$ cat src/rtl/wb_stage.sv
// Writeback stage: commits MEM results to the register file, bypasses same-cycle writes to DE,
// counts retirements and halts the core. Optional cycle counter: WB_PERF_CYCLES_EN.
module wb_stage #(
  parameter int DBITS    = 32,
  parameter int NUM_REGS = 32,
  parameter int REGBITS  = 5
) (
  input  logic               i_clk,
  input  logic               i_reset,
  input  logic               i_in_valid,
  input  logic [DBITS-1:0]   i_in_pc,
  input  logic               i_in_wr_reg,
  input  logic [REGBITS-1:0] i_in_reg_dest,
  input  logic [DBITS-1:0]   i_in_result,
  input  logic               i_in_halt,
  input  logic [REGBITS-1:0] i_rs1_addr,
  input  logic [REGBITS-1:0] i_rs2_addr,
  output logic [DBITS-1:0]   o_rs1_data,
  output logic [DBITS-1:0]   o_rs2_data,
  output logic               o_fwd_wr,
  output logic [REGBITS-1:0] o_fwd_dest,
  output logic [DBITS-1:0]   o_fwd_data,
  output logic [DBITS-1:0]   o_retired_cnt,
  output logic [DBITS-1:0]   o_last_pc,
  output logic               o_halted,
  output logic [DBITS-1:0]   o_perf_cycles
);

  typedef enum logic {RUN = 1'b0, HALTED = 1'b1} state_t;

  state_t           r_state, w_state_nxt;
  logic             w_ret, w_we;
  logic [DBITS-1:0] r_regs [NUM_REGS];
  logic [DBITS-1:0] r_retired, r_last_pc;

  always_ff @(posedge i_clk or negedge i_reset)
    if (!i_reset) r_state <= RUN;
    else          r_state <= w_state_nxt;

  always_comb begin
    w_state_nxt = r_state;
    if (r_state == RUN && i_in_valid && i_in_halt) w_state_nxt = HALTED;
  end

  always_comb begin
    w_ret    = i_in_valid & (r_state == RUN);
    w_we     = w_ret & i_in_wr_reg & ~i_in_halt & (i_in_reg_dest != '0);
    o_halted = (r_state == HALTED);
  end

  // x0 is never a write target (w_we excludes it), so its entry holds the reset zero
  always_ff @(posedge i_clk or negedge i_reset)
    if (!i_reset) begin
      for (int i = 0; i < NUM_REGS; i++) r_regs[i] <= '0;
    end else if (w_we) begin
      r_regs[i_in_reg_dest] <= i_in_result;
    end

  always_comb begin
    o_rs1_data = r_regs[i_rs1_addr];
    if (i_rs1_addr == '0)                       o_rs1_data = '0;
    else if (w_we && i_rs1_addr == i_in_reg_dest) o_rs1_data = i_in_result;
    o_rs2_data = r_regs[i_rs2_addr];
    if (i_rs2_addr == '0)                       o_rs2_data = '0;
    else if (w_we && i_rs2_addr == i_in_reg_dest) o_rs2_data = i_in_result;
  end

  assign o_fwd_wr   = w_we;
  assign o_fwd_dest = i_in_reg_dest;
  assign o_fwd_data = i_in_result;

  always_ff @(posedge i_clk or negedge i_reset)
    if (!i_reset) begin
      r_retired <= '0;
      r_last_pc <= '0;
    end else if (w_ret) begin
      r_last_pc <= i_in_pc;
      if (r_retired != '1) r_retired <= r_retired + 1'b1;
    end

  assign o_retired_cnt = r_retired;
  assign o_last_pc     = r_last_pc;

`ifdef WB_PERF_CYCLES_EN
  logic [DBITS-1:0] r_perf;
  always_ff @(posedge i_clk or negedge i_reset)
    if (!i_reset)                           r_perf <= '0;
    else if (r_state == RUN && r_perf != '1) r_perf <= r_perf + 1'b1;
  assign o_perf_cycles = r_perf;
`else
  assign o_perf_cycles = '0;
`endif

endmodule
$ cat config.mk
export PLATFORM = sky130hd
export DESIGN_NAME = wb_stage
export DESIGN_NICKNAME = d
export VERILOG_FILES = /design/src/rtl/wb_stage.sv
export SDC_FILE = /design/constraint.sdc
export NUM_CORES = 2
export LEC_CHECK = 0
export ABC_AREA = 0
export ABC_CLOCK_PERIOD_IN_PS = 2900
export CAP_MARGIN = 10
export CELL_PAD_IN_SITES_DETAIL_PLACEMENT = 2
export CELL_PAD_IN_SITES_GLOBAL_PLACEMENT = 2
export CORE_MARGIN = 10
export CORE_UTILIZATION = 34
export CTS_CLUSTER_DIAMETER = 40
export CTS_CLUSTER_SIZE = 40
export DETAILED_ROUTE_END_ITERATION = 16
export PLACE_DENSITY = 0.74
export SYNTH_ARGS = -nofsm -noshare
export SYNTH_HDL_FRONTEND = slang
export SYNTH_SLANG_ARGS = --single-unit
export TNS_END_PERCENT = 20
$ cat constraint.sdc
create_clock -name i_clk -period 2.9 [get_ports i_clk]
set_clock_uncertainty 0.15 [all_clocks]
set_input_delay 0.29 -clock i_clk [delete_from_list [all_inputs] [get_ports i_clk]]
set_output_delay 0.29 -clock i_clk [all_outputs]
set_load 0.03 [all_outputs]
# Word-level counts from Yosys, hierarchy flattened
# Cells that the tools add are included.
# totals
out_inout_bits	199
regBits	1089
elab_cells	74
inputBits	84
# classes
eq_ne	3
muxes	13
reduce_logical	9
addsub	1
magnitude_cmp	4
bitwise_logic	9
# op_table
cell	n
1024-bit bitwise mux	1
32-bit binary-select mux with 5-bit select	2
32-bit two-way mux	9
32-bit demux with 5-bit select	1
32-bit by 1-bit adder with 32-bit output (second input constant)	1
32-bit inequality test (second input constant)	1
6-bit >= comparator (second input constant)	3
5-bit NOT with 6-bit output	3
5-bit == test	2
5-bit logical NOT	2
6-bit by 1-bit less-than comparator with 1-bit output (second input constant)	1
1-bit logical AND	5
5-bit nonzero test	1
1-bit bitwise AND	4
1-bit NOT	2
2-bit AND reduction	1

# Logic depth before layout (Yosys ltp)
# depth
ltp_word	8
mapped_depth	11
ltp_nobuf	7

# Least setup slack after synthesis
# OpenSTA, ideal clock, no wires.
# synth_path
kind	register to output
start	reg r_state (netlist: o_halted)
end	out o_rs1_data[10]
t_required_ns	2.460
slack_ns	0.038
arrival_ns	2.422
path_stages_with_launch	7
path_buffers	2
cell_sequence	dfrtp_1 > and4bb_2 > o41ai_2 > or4_1 > clkbuf_1 > clkbuf_1 > a21oi_1
# synth_via
elab_chain_cells	8
# synth_rtl
element	line_no	text
start, declared	31	state_t r_state, w_state_nxt;
start signal, assigned	38	else r_state <= w_state_nxt;
1-bit NOT	46	w_ret = i_in_valid & (r_state == RUN);
1-bit bitwise AND	46	
1-bit bitwise AND (3 in a row)	47	w_we = w_ret & i_in_wr_reg & ~i_in_halt & (i_in_reg_dest != '0);
1-bit logical AND	62	else if (w_we && i_rs1_addr == i_in_reg_dest) o_rs1_data = i_in_result;
32-bit two-way mux	62	
32-bit two-way mux	61	if (i_rs1_addr == '0) o_rs1_data = '0;
end, declared	18	output logic [DBITS-1:0] o_rs1_data,
# Every way passes these cells.

# Worst setup path after layout
# layout_path
start	reg r_state (netlist: o_halted)
end	out o_rs2_data[29]
# layout_via
elab_chain_cells	8
# layout_rtl
element	line_no	text
1-bit NOT	46	
1-bit bitwise AND	46	
1-bit bitwise AND (3 in a row)	47	
1-bit logical AND	65	else if (w_we && i_rs2_addr == i_in_reg_dest) o_rs2_data = i_in_result;
32-bit two-way mux	65	
32-bit two-way mux	64	if (i_rs2_addr == '0) o_rs2_data = '0;
end, declared	19	output logic [DBITS-1:0] o_rs2_data,
# Every way passes these cells.

==> flow_summary.toml <==
[pwr]
p_total_w = 0.04351
pwr_density_cell_nw_per_um2 = 569.6
vdd_drop_max_mv = 0.5519
p_leak_nw = 34.84

[synthesis]
ys_ff_latch = 1089
netlist_area_um2 = 58110
syn_avg_cell_area_um2 = 14.05
synth_top_area_frac = 0.4689
seq_area_frac_synth = 0.4689
synth_common_cells = "1089 x dfrtp_1, 1001 x mux2_2, 454 x mux4_2"
synth_cell_types = 69
netlist_top_cells_area = "dfrtp_1 47%, mux2_2 19%, mux4_2 18%"
synth_top_area_cell = "dfrtp_1"
yosys_warnings = 0
synth-main-ff-cell = "dfrtp_1"
yosysMostFrequentCell = "dfrtp_1"
ys_async_sr_fraction = 1.000
synth_edf_count = 0
syn_inst = 4136

[drt]
route.final.wire_length_mm = 297.9
vias = 45452
dr.pass1.iters = 7
wl_met3_mm = 26.58
antenna_left = 0
routed.top_layer = "met5"
wl_met2_mm = 141.1
vias_per_cell = 6.430
routedWlPerCell_um = 42.14
wl_met1_mm = 103.7
initialDrtViolationCount = 4747
drc_errors = 0

[floorplan]
dieArea_um2 = 187900
rows = 151
start_util = 0.3425
num_io_pins = 283
coreArea_um2 = 169700
dieHeight_um = 433.4
die_w_um = 433.4

[grt]
antenna_found_initial = 9
grt_pass1_wl_mm = 400.2
grt_max_degree = 121
grt_pass1_vias = 50697
grt_overflow = 0
grt_usage = 0.2946

[status]
status = "complete, but fails checks"
failed_checks = "negative setup slack"

[timing]
final-hold-violation-count = 0
final.setup.worst_slack_ns = -0.9567
final-max-slew-violation-count = 0
rsz0062_at_grt = "yes"
fmax_mhz = 259.3
setup_violations = 68
finalCriticalPeriod_ns = 3.857
tightest_slew_ns = 1.314
fin_crit_sh = 1.330
timing.slew.headroom = 0.1220

[worst_hold_path]
holdPathStages = 3
hp-class = "input port to flip-flop"

[clock_tree]
cts_buffer_depth = 3
clock_latency_ns = 0.83
cts_sinks = 1089
cts_buffers = 173
cts-root-buf = "clkbuf_16"
htree_num_levels = 4
cts_tree = "done"
clk_pin_slew_worst_paths_ns = 0.06

[critical_path]
worstSetupEndpointType = "output pin"
worst-endpoint-required_ns = 2.46
worstSetupStartpointType = "flip-flop"
setup.worst_path.class = "flip-flop to output pin"
cp.arrival_ns = 3.42
r2r_cells = 14
crit_fanout = 8

[placed_design]
dp_hpwl_mm = 174.8
dp_slack_ns = -1.067
portBuffers = 250
finalWeightedCongestion = 0.8787
placed_area_um2 = 67980

[cells_and_area]
layout-drive-gt1-share = 0.5397
nets = 4784
fin_area_um2 = 76400
syn2layout_area_growth_pct = 31.46

[run]
max_cap_violations = 0
==> critical path, cell delays in order (launching register included) <==
cell	delay [ns]
dfrtp_1	0.38
and4bb_4	0.41
buf_12	0.15
o41ai_4	0.09
or4_4	0.60
buf_6	0.20
buf_12	0.16
a41oi_2	0.21
and3_4	0.23
buf_12	0.12
==> sequential cells by signal (all words and copies together), names as in the netlist <==
signal / cells
r_regs: 1024
o_last_pc: 32
o_retired_cnt: 32
o_halted: 1
==> path summary, 6_finish.rpt <==
kind	start	endpoint	slack (ns)
hold / removal	i_in_valid	o_halted	0.07
min in group asynchronous	i_reset	r_regs[499]	0.08
hold reg to reg	r_regs[1017]	r_regs[1017]	0.25
max in group asynchronous	i_reset	r_regs[710]	1.06
setup reg to reg	o_halted	r_regs[954]	-0.01
setup / recovery	o_halted	o_rs2_data[29]	-0.96
==> what timing repair did <==
action | CTS | global route
resized for setup | 127 | 232
endpoints found under the hold margin | 1118 | 0
setup endpoints to repair | 64 | 383
hold buffers | 35 | 0
pin swaps | 17 | 38
setup buffers | 5 | 30
cloned | 0 | 10
==> final cells by class <==
class                      instances  area [um2]
tap                             2218        2775
clock buffer                     204        4679
inverter                           5       28.78
antenna                            2       5.005
fill                           15786       93260
sequential                      1089       27250
multi-input combinational       2568       29730
timing repair buffer             862       10430
clock inverter                   121        1500
==> through the flow <==
stage	util	instances	setup TNS (ns)	hold slack, ns
global placement	0.4007	6670	-56.45	0.06990
finish	0.4503	7069	-49.09	0.07331
global route	0.4503	7067	-56.71	0.08670
floorplan	-	4167	0	-0.1556
CTS	0.4416	7034	-45.89	0.02400
detailed placement	0.4007	6670	-91.20	0.06754
==> placed cells by master (no fill, tap or decap), types with 11 or more instances in the layout <==
cell / count
dfrtp_1: 1089
mux2_2: 977
mux4_2: 454
buf_4: 369
buf_12: 242
nand2_1: 193
clkbuf_16: 185
clkdlybuf4s50_1: 166
mux2i_1: 132
o22ai_1: 100
a22oi_1: 86
nor2_1: 50
a21oi_1: 50
o21ai_4: 36
dlygate4sd3_1: 35
o21ai_0: 34
nand3_1: 33
conb_1: 32
xnor2_1: 31
inv_6: 30
nor3_1: 28
mux2_4: 24
clkinvlp_4: 23
buf_6: 23
nor2_4: 22
bufinv_16: 21
clkinv_4: 19
nor2b_1: 18
clkbuf_8: 17
nand2_2: 16
nand2b_1: 15
o21ai_2: 15
clkinv_2: 15
a21oi_4: 13
a2111oi_0: 12
a211oi_1: 11
nand4_1: 11
clkbuf_1: 11
==> cells by family after synthesis <==
| group | synth area share |
|---|---|
| adder cells (fa/ha/maj) | 0.0002153 |
| AO/OA/AOI/OAI | 0.04638 |
| XOR/XNOR | 0.006029 |
| other | 0.00006453 |
| flip-flops | 0.4689 |
| multiplexers | 0.3939 |
| AND/OR/NAND/NOR | 0.03927 |
| buffers and inverters | 0.04524 |
==> layer usage <==
| layer | GRT usage | vias up |
|---|---|---|
| li1 | - | 16803 |
| met1 | 0.3337 | 24510 |
| met2 | 0.4771 | 2960 |
| met3 | 0.07876 | 1173 |
| met4 | 0.2186 | 6 |
| met5 | 0 | - |
==> where the power goes <==
part	internal (W)	switching [W]
clock network	0.0137	0.00912
logic	0.00193	0.00311
registers	0.0154	0.000242
No activity file was read; power rests on OpenSTA's default activity.
